==> config.mk <==
export PLATFORM = sky130hd
export DESIGN_NAME = attribute_f2x_scheduler
export DESIGN_NICKNAME = d
export VERILOG_FILES = /design/src/rtl/attribute_f2x_scheduler.sv
export SDC_FILE = /design/constraint.sdc
export NUM_CORES = 1
export LEC_CHECK = 0
export ABC_AREA = 1
export CORE_MARGIN = 5
export CORE_UTILIZATION = 57
export DETAILED_ROUTE_END_ITERATION = 12
export DONT_BUFFER_PORTS = 1
export PLACE_DENSITY = 0.75
export REMOVE_ABC_BUFFERS = 1
export SLEW_MARGIN = 20
export SYNTH_ARGS = -nofsm -noshare
export SYNTH_HDL_FRONTEND = slang
export SYNTH_SLANG_ARGS = --single-unit
==> constraint.sdc <==
create_clock -name aclk -period 4.8 [get_ports aclk]
set_input_delay 0.96 -clock aclk [delete_from_list [all_inputs] [get_ports aclk]]
set_output_delay 0.96 -clock aclk [all_outputs]
set_load 0.03 [all_outputs]
==> src/rtl/attribute_f2x_scheduler.sv <==
// attribute_f2x_scheduler: round-robin packet arbiter sharing one float-to-fixed converter, with a credit-guarded FWFT result FIFO
module attribute_f2x_scheduler #(
  parameter int DATA_WIDTH   = 32,
  parameter int CONV_LATENCY = 2,
  parameter int FIFO_DEPTH   = 8
) (
  input  logic                  aclk,
  input  logic                  resetn,
  input  logic                  s0_tvalid,
  output logic                  s0_tready,
  input  logic                  s0_tlast,
  input  logic [DATA_WIDTH-1:0] s0_tdata,
  input  logic                  s1_tvalid,
  output logic                  s1_tready,
  input  logic                  s1_tlast,
  input  logic [DATA_WIDTH-1:0] s1_tdata,
  output logic                  m_conv_tvalid,
  output logic                  m_conv_tlast,
  output logic                  m_conv_tid,
  output logic [DATA_WIDTH-1:0] m_conv_tdata,
  input  logic                  s_conv_tvalid,
  input  logic                  s_conv_tlast,
  input  logic                  s_conv_tid,
  input  logic [DATA_WIDTH-1:0] s_conv_tdata,
  output logic                  m_axis_tvalid,
  input  logic                  m_axis_tready,
  output logic                  m_axis_tlast,
  output logic                  m_axis_tid,
  output logic [DATA_WIDTH-1:0] m_axis_tdata,
  output logic                  overflow
);
  localparam int AW = $clog2(FIFO_DEPTH);
  localparam int CW = AW + 1;
  localparam int BW = $clog2(CONV_LATENCY + 1);
  typedef enum logic [1:0] {IDLE, LOCK0, LOCK1} state_t;
  state_t state, state_nx;
  logic last_grant, g_vld, g_id, credit, xfer, sel_last, conv_in, rd_en, wr_en, full;
  logic [DATA_WIDTH-1:0] sel_data;
  logic [CW-1:0] wr_ptr, rd_ptr, count, inflight;
  logic [BW-1:0] blank;
  logic [DATA_WIDTH+1:0] mem [FIFO_DEPTH];

  assign count         = wr_ptr - rd_ptr;
  assign full          = count == CW'(FIFO_DEPTH);
  assign m_axis_tvalid = count != '0;
  assign rd_en         = m_axis_tvalid & m_axis_tready;
  assign conv_in       = s_conv_tvalid & (blank == '0);
  assign wr_en         = conv_in & (~full | rd_en);
  assign {m_axis_tlast, m_axis_tid, m_axis_tdata} = mem[rd_ptr[AW-1:0]];

  // grant selection, credit check, handshake and next arbiter state
  always_comb begin
    g_vld     = (state != IDLE) | s0_tvalid | s1_tvalid;
    g_id      = state == LOCK1 ? 1'b1 : state == LOCK0 ? 1'b0 :
                (s0_tvalid & s1_tvalid) ? ~last_grant : s1_tvalid;
    credit    = ({1'b0, count} + {1'b0, inflight}) < (CW+1)'(FIFO_DEPTH);
    s0_tready = resetn & credit & g_vld & ~g_id;
    s1_tready = resetn & credit & g_vld & g_id;
    xfer      = (s0_tready & s0_tvalid) | (s1_tready & s1_tvalid);
    sel_last  = g_id ? s1_tlast : s0_tlast;
    sel_data  = g_id ? s1_tdata : s0_tdata;
    state_nx  = !xfer ? state : sel_last ? IDLE : g_id ? LOCK1 : LOCK0;
  end

  // arbiter state and round-robin history
  always_ff @(posedge aclk or negedge resetn) begin
    if (!resetn) begin
      state      <= IDLE;
      last_grant <= 1'b1;
    end else begin
      state      <= state_nx;
      last_grant <= (xfer & sel_last) ? g_id : last_grant;
    end
  end

  // registered issue port into the converter
  always_ff @(posedge aclk or negedge resetn) begin
    if (!resetn) begin
      m_conv_tvalid <= 1'b0;
      m_conv_tlast  <= 1'b0;
      m_conv_tid    <= 1'b0;
      m_conv_tdata  <= '0;
    end else begin
      m_conv_tvalid <= xfer;
      if (xfer) begin
        m_conv_tlast <= sel_last;
        m_conv_tid   <= g_id;
        m_conv_tdata <= sel_data;
      end
    end
  end

  // fragments inside the converter, and post-reset blanking of stale converter results
  always_ff @(posedge aclk or negedge resetn) begin
    if (!resetn) begin
      inflight <= '0;
      blank    <= BW'(CONV_LATENCY);
    end else begin
      inflight <= inflight + CW'(xfer) - CW'(conv_in);
      if (blank != '0) blank <= blank - BW'(1);
    end
  end

  // FIFO pointers and sticky overflow on a write that finds no room
  always_ff @(posedge aclk or negedge resetn) begin
    if (!resetn) begin
      wr_ptr   <= '0;
      rd_ptr   <= '0;
      overflow <= 1'b0;
    end else begin
      wr_ptr <= wr_ptr + CW'(wr_en);
      rd_ptr <= rd_ptr + CW'(rd_en);
      if (conv_in & full & ~rd_en) overflow <= 1'b1;
    end
  end

  // FIFO storage
  always_ff @(posedge aclk) begin
    if (wr_en) mem[wr_ptr[AW-1:0]] <= {s_conv_tlast, s_conv_tid, s_conv_tdata};
  end
endmodule

==> results of run 1 <==
[worst max-delay path: cells and delay by family (launching register included)]
kind,cells,cell delay (ns)
buffers and inverters,4,0.52
flip-flops,1,0.47
adder cells (fa/ha/maj),3,0.74
XOR/XNOR,1,0.19
AND/OR/NAND/NOR,5,0.59
[worst paths after layout]
kind	startpoint	to	slack [ns]
max	wr_ptr[0]	s0_tready	0.82
min	resetn	m_conv_tdata[13]	0.14
max reg2reg	wr_ptr[0]	m_conv_tdata[12]	1.44
min reg2reg	blank[0]	blank[0]	0.47
max in group asynchronous	resetn	blank[1]	4.48
min in group aclk	blank[0]	blank[0]	0.47
[area by class of cell]
class	count	area (um^2)	area share [%]
Sequential cell	325	9500	64.9
Multi-Input combinational cell	727	3380	23.1
Clock buffer	50	998	6.82
Tap cell	313	392	2.68
Timing Repair Buffer	23	198	1.35
Inverter	28	106	0.727
Clock inverter	8	61.3	0.419
[metrics by stage]
step | util, % | instances | setup slack (ns)
2_1_floorplan | - | 1080 | -1.43
6_report | 64.3 | 1474 | 0.822
5_1_grt | 64.3 | 1474 | 0.508
3_3_place_gp | 59.6 | 1416 | 1.38
4_1_cts | 64.3 | 1474 | 0.786
3_5_place_dp | 59.6 | 1416 | 1.34
[power breakdown]
part	total, mW	internal [mW]	leakage (nW)	switching [mW]
sequential	4.15	3.66	3.13	0.494
combinational	3.80	0.961	1.91	2.84
clock	2.47	1.49	0.521	0.980
total	10.4	6.11	5.56	4.32
[state kept, by name, indices dropped and copies added, names as in the netlist]
name,count
mem,272
inflight,4
rd_ptr,4
m_conv_tlast,1
m_conv_tvalid,1
m_conv_tdata,32
overflow,1
last_grant,1
state,2
m_conv_tid,1
blank,2
wr_ptr,4
[layout by cell type (no fill, tap or decap), types with 2 or more instances in the layout]
cell       instances
a21oi_1            2
buf_12             2
buf_4             21
clkbuf_1          10
clkbuf_16         37
clkbuf_8           2
clkinv_1           4
clkinv_2           5
dfrtp_1           49
dfstp_2            2
edfxtp_1         272
fa_1               2
ha_1              15
inv_1             22
inv_2              4
nand2_1          324
nand2_2            2
nand3_1            7
nor2_1           144
nor3_2             8
o21ai_0          136
o21ai_1            2
o22ai_1           69
xnor2_1            5
xor2_1             6
[layer usage]
layer / vias to the layer above / wire [um] / track usage, %
met5: - / 0 / 0
met4: 0 / 828 / 8.46
met3: 63 / 2800 / 5.42
met2: 371 / 14000 / 36.5
met1: 4022 / 11300 / 28.0
li1: 3967 / - / -
[logic make-up after synthesis]
kind of cell,after synthesis,share of synthesized area (%)
AND/OR/NAND/NOR,488,14.1
buffers and inverters,92,3.02
AO/OA/AOI/OAI,211,8.67
flip-flops,325,71.7
XOR/XNOR,11,0.728
adder cells (fa/ha/maj),17,1.72
==> results.cfg, run 1 <==
[floorplan]
initial_utilization_pct = 58.1
dieHeight_um = 162
rows = 55
coreArea_um2 = 22800
die_area_um2 = 26400
io_pins = 179
fp.dieW_um = 162

[critical_path]
critPathMaxFanout = 6
worst_setup_path_start_kind = flip-flop
worstPathArrival_ns = 3.02
end_kind = primary output
crit_required_ns = 3.84
cpMaxStageDelayCell = dfrtp_1
r2r.worst_path.cells = 16
cp_cell_sequence = inv_1 -> ha_1 -> inv_1 -> fa_1 -> xnor2_1 -> inv_1 -> ha_1 -> nor2_1 -> nand2_1 -> nor2_1 -> nand2_1 -> nor2_1 -> buf_4
path_class = flip-flop to primary output
max_stage_delay_ns = 0.47

[logic_synthesis]
ys.flop_type = edfxtp_1
ys_seq_area_share_pct = 71.7
syn_inst = 1144
synthTopCellsByArea = edfxtp_1 (62%), dfrtp_1 (9.6%), nand2_1 (9.2%), o21ai_0 (5.1%), nor2_1 (4.1%)
synth_edf_count = 272
synth_warnings = 0
synth_top_cell_by_area = edfxtp_1
yosys-top-cells-count = nand2_1 (324), edfxtp_1 (272), nor2_1 (144)
synthArstFlopShare_pct = 16.3
ys_seq_elements = 325
synth.top_cell.area_share_pct = 61.7
yosysUniqueCellTypes = 29
post-synth-top-count-cell = nand2_1
syn-cell-area_um2 = 13200
avgSynthCellArea_um2 = 11.6

[finish]
nFillCells = 1618
nets = 1262
antenna_cells = 0
drive_gt1_share_pct = 7.67
syn_to_final_growth_pct = 10.6
fin_area_um2 = 14600

[sta]
finalCritPeriodShare_pct = 82.9
finalCriticalPeriod_ns = 3.98
hold_viol_final = 0
clock_skew_ns = 0.0159
worstMarginPinSlew_ns = 1.08
rsz0062_at_grt = false
report.final.setup_viol = 0
maxSlewHeadroom_pct = 27.9
max_clock_freq_mhz = 251
maxSlewViolCount = 0
fin_hold_ws_ns = 0.144
setup_tns_ns = 0

[pwr]
totalPowerFinal_mw = 10.4
ir_worst_vdd_mv = 0.396
power_leakage_nw = 5.56
power.density_nw_per_um2 = 712

[place]
hpwl_um = 16200
port_buffers = 0
gp_congestion = 0.827
placed_area_um2 = 13600

[clock_network]
cts_hold_buf = 0
cts_buffers = 34
clock-root-buffer = clkbuf_16
htreeDepth = 2
clockBufferDepth = 3
cts_tree = yes
clock_latency_ns = 0.51
post_cts_buffers = 0
cts_resized = 0
clkTransAtPathRegs_ns = 0.06
clock-sinks = 325

[global_routing]
grt_pass1_wl_um = 45000
grt_util_all_layers_pct = 21.9
antenna_found_initial = 0
grt_pass1_vias = 8481
grt_max_degree = 111
overflow = 0

[route]
vias = 8423
wl_um = 28900
dr.first_iter.drc_count = 723
vias_per_cell = 5.71
drc = 0
dr.pass1.iters = 5
wl_per_cell_um = 19.6
ant_nets = 0

[hold_path]
hp-class = input port to asynchronous set/reset pin

[job]
drv_cap = 0

[status]
status = finished, final reports clean
Power figures use the tool's default switching activity.
==> run 2, diff against run 1 <==
Clock period 4.8 ns to 3.2 ns, I/O delays scaled along.
==> results.cfg, run 2 (same netlist as run 1, synthesis figures left out) <==
[status]
status = complete, but fails checks
violations = negative setup slack

[route]
vias_per_cell = 5.66
dr.pass1.iters = 5
vias = 8625
drc = 0
wl_um = 30000
wl_per_cell_um = 19.7
dr.first_iter.drc_count = 675
ant_nets = 0

[finish]
largest_reg_flops = 272
postLayoutCoreUtil_pct = 67.2
syn_to_final_growth_pct = 15.6
drive_gt1_share_pct = 13.3
final_cells = 1525
antenna_cells = 0
final_common_cell = nand2_1
fin_area_um2 = 15300
final_cell_mix = nand2_1 (319), edfxtp_1 (272), nor2_1 (139)
nets = 1310

[sta]
maxSlewViolCount = 0
fin_hold_ws_ns = 0.160
clock_skew_ns = 0.0230
hold_viol_final = 0
max_clock_freq_mhz = 307
setup_tns_ns = -0.102
finalCritPeriodShare_pct = 102
rsz0062_at_grt = true
finalCriticalPeriod_ns = 3.26
worstMarginPinSlew_ns = 0.787
report.final.setup_viol = 2
finalWorstSetupSlack_ns = -0.0554
maxSlewHeadroom_pct = 47.5

[floorplan]
rows = 55
coreArea_um2 = 22800
io_pins = 179
fp.dieW_um = 162
die_area_um2 = 26400
initial_utilization_pct = 58.1
dieHeight_um = 162

[global_routing]
grt_pass1_vias = 8358
antenna_found_initial = 0
grt_max_degree = 101
grt_util_all_layers_pct = 21.5
grt_pass1_wl_um = 44600
overflow = 0

[pwr]
power.internal_mw = 9.89
totalPowerFinal_mw = 16.8
pwr-share-seq_pct = 36.7
power_leakage_nw = 5.85
ir_worst_vdd_mv = 0.806
power.density_nw_per_um2 = 1100
p_switching_mw = 6.91
power_switching_share_pct = 41.2
p_comb_share_pct = 42.3
clkPwrFrac_pct = 20.9

[place]
gp_congestion = 0.839
port_buffers = 0
hpwl_um = 16300
placed_area_um2 = 13900
place_ws_ns = 0.251
placed_cells = 1448

[critical_path]
reg2reg_slack_ns = 0.19
worstPathArrival_ns = 2.62
critPathMaxFanout = 3
worst_setup_path_start_kind = flip-flop
path_class = flip-flop to primary output
end_kind = primary output
crit_required_ns = 2.56

[clock_network]
clockBufferDepth = 3
htreeDepth = 1
clock-root-buffer = clkbuf_16
clock_latency_ns = 0.57
cts_buffers = 31
clock-sinks = 325
clkTransAtPathRegs_ns = 0.06
cts_tree = yes

[hold_path]
hp-class = input port to flip-flop

[job]
drv_cap = 0
run 2: worst paths after layout:
path | depth (start not counted) | start | endpoint
setup / recovery | 11 | wr_ptr[2] | s0_tready
hold / removal | 0 | s_conv_tdata[7] | mem[6][7]
setup reg to reg | 15 | wr_ptr[2] | inflight[1]
hold reg to reg | 1 | blank[0] | blank[0]
max in group asynchronous | 2 | resetn | last_grant
min in group asynchronous | 2 | resetn | m_conv_tid
run 2: worst max-delay path, stage by stage (launching register included):
cell and delay [ns]:
dfrtp_2 0.44, ha_4 0.27, a21oi_1 0.13, nand2_1 0.10
xor2_2 0.16, ha_1 0.29, nor2_2 0.11, nand2_1 0.07
nor2_2 0.14, nand2_2 0.10, nor2_4 0.12, buf_6 0.14
run 2: what timing repair did:
| action | in CTS | in global routing |
|---|---|---|
| setup endpoints to repair | 4 | 74 |
| resized for setup | 18 | 33 |
| hold endpoints to repair | 53 | 0 |
| pin swaps | 7 | 6 |
| buffers inserted | 6 | 8 |
| hold buffers | 2 | 0 |
| gates cloned | 0 | 7 |
run 2: power by group through the flow:
stage	clock network, mW	registers (mW)	logic [mW]
6_report	3.52	6.17	7.11
5_1_grt	3.77	6.24	7.81
3_5_place_dp	0	6.23	6.27
3_3_place_gp	0	6.22	6.10
2_1_floorplan	0	6.43	3.97
4_1_cts	3.60	6.17	6.55
run 2: final cells by class:
| cell class | count | area [um^2] |
|---|---|---|
| flip-flops and latches | 325 | 9500 |
| fillers | 1615 | 7470 |
| multi-input cells | 727 | 3470 |
| clock buffers | 36 | 795 |
| repair buffers | 72 | 788 |
| well taps | 313 | 392 |
| clock inverters | 22 | 195 |
| inverters | 28 | 136 |
| repair inverters | 2 | 22.5 |
run 2: layer usage:
metal  wire length (um)  share of wire, %  vias up  global-route usage, %
met3               2770               9.3       58                   4.94
met2              14900                50      388                   37.0
met5                  0                 0        -                      0
met4                757               2.5        0                   6.11
li1                   -                 -     4064                      -
met1              11500                38     4115                   27.5
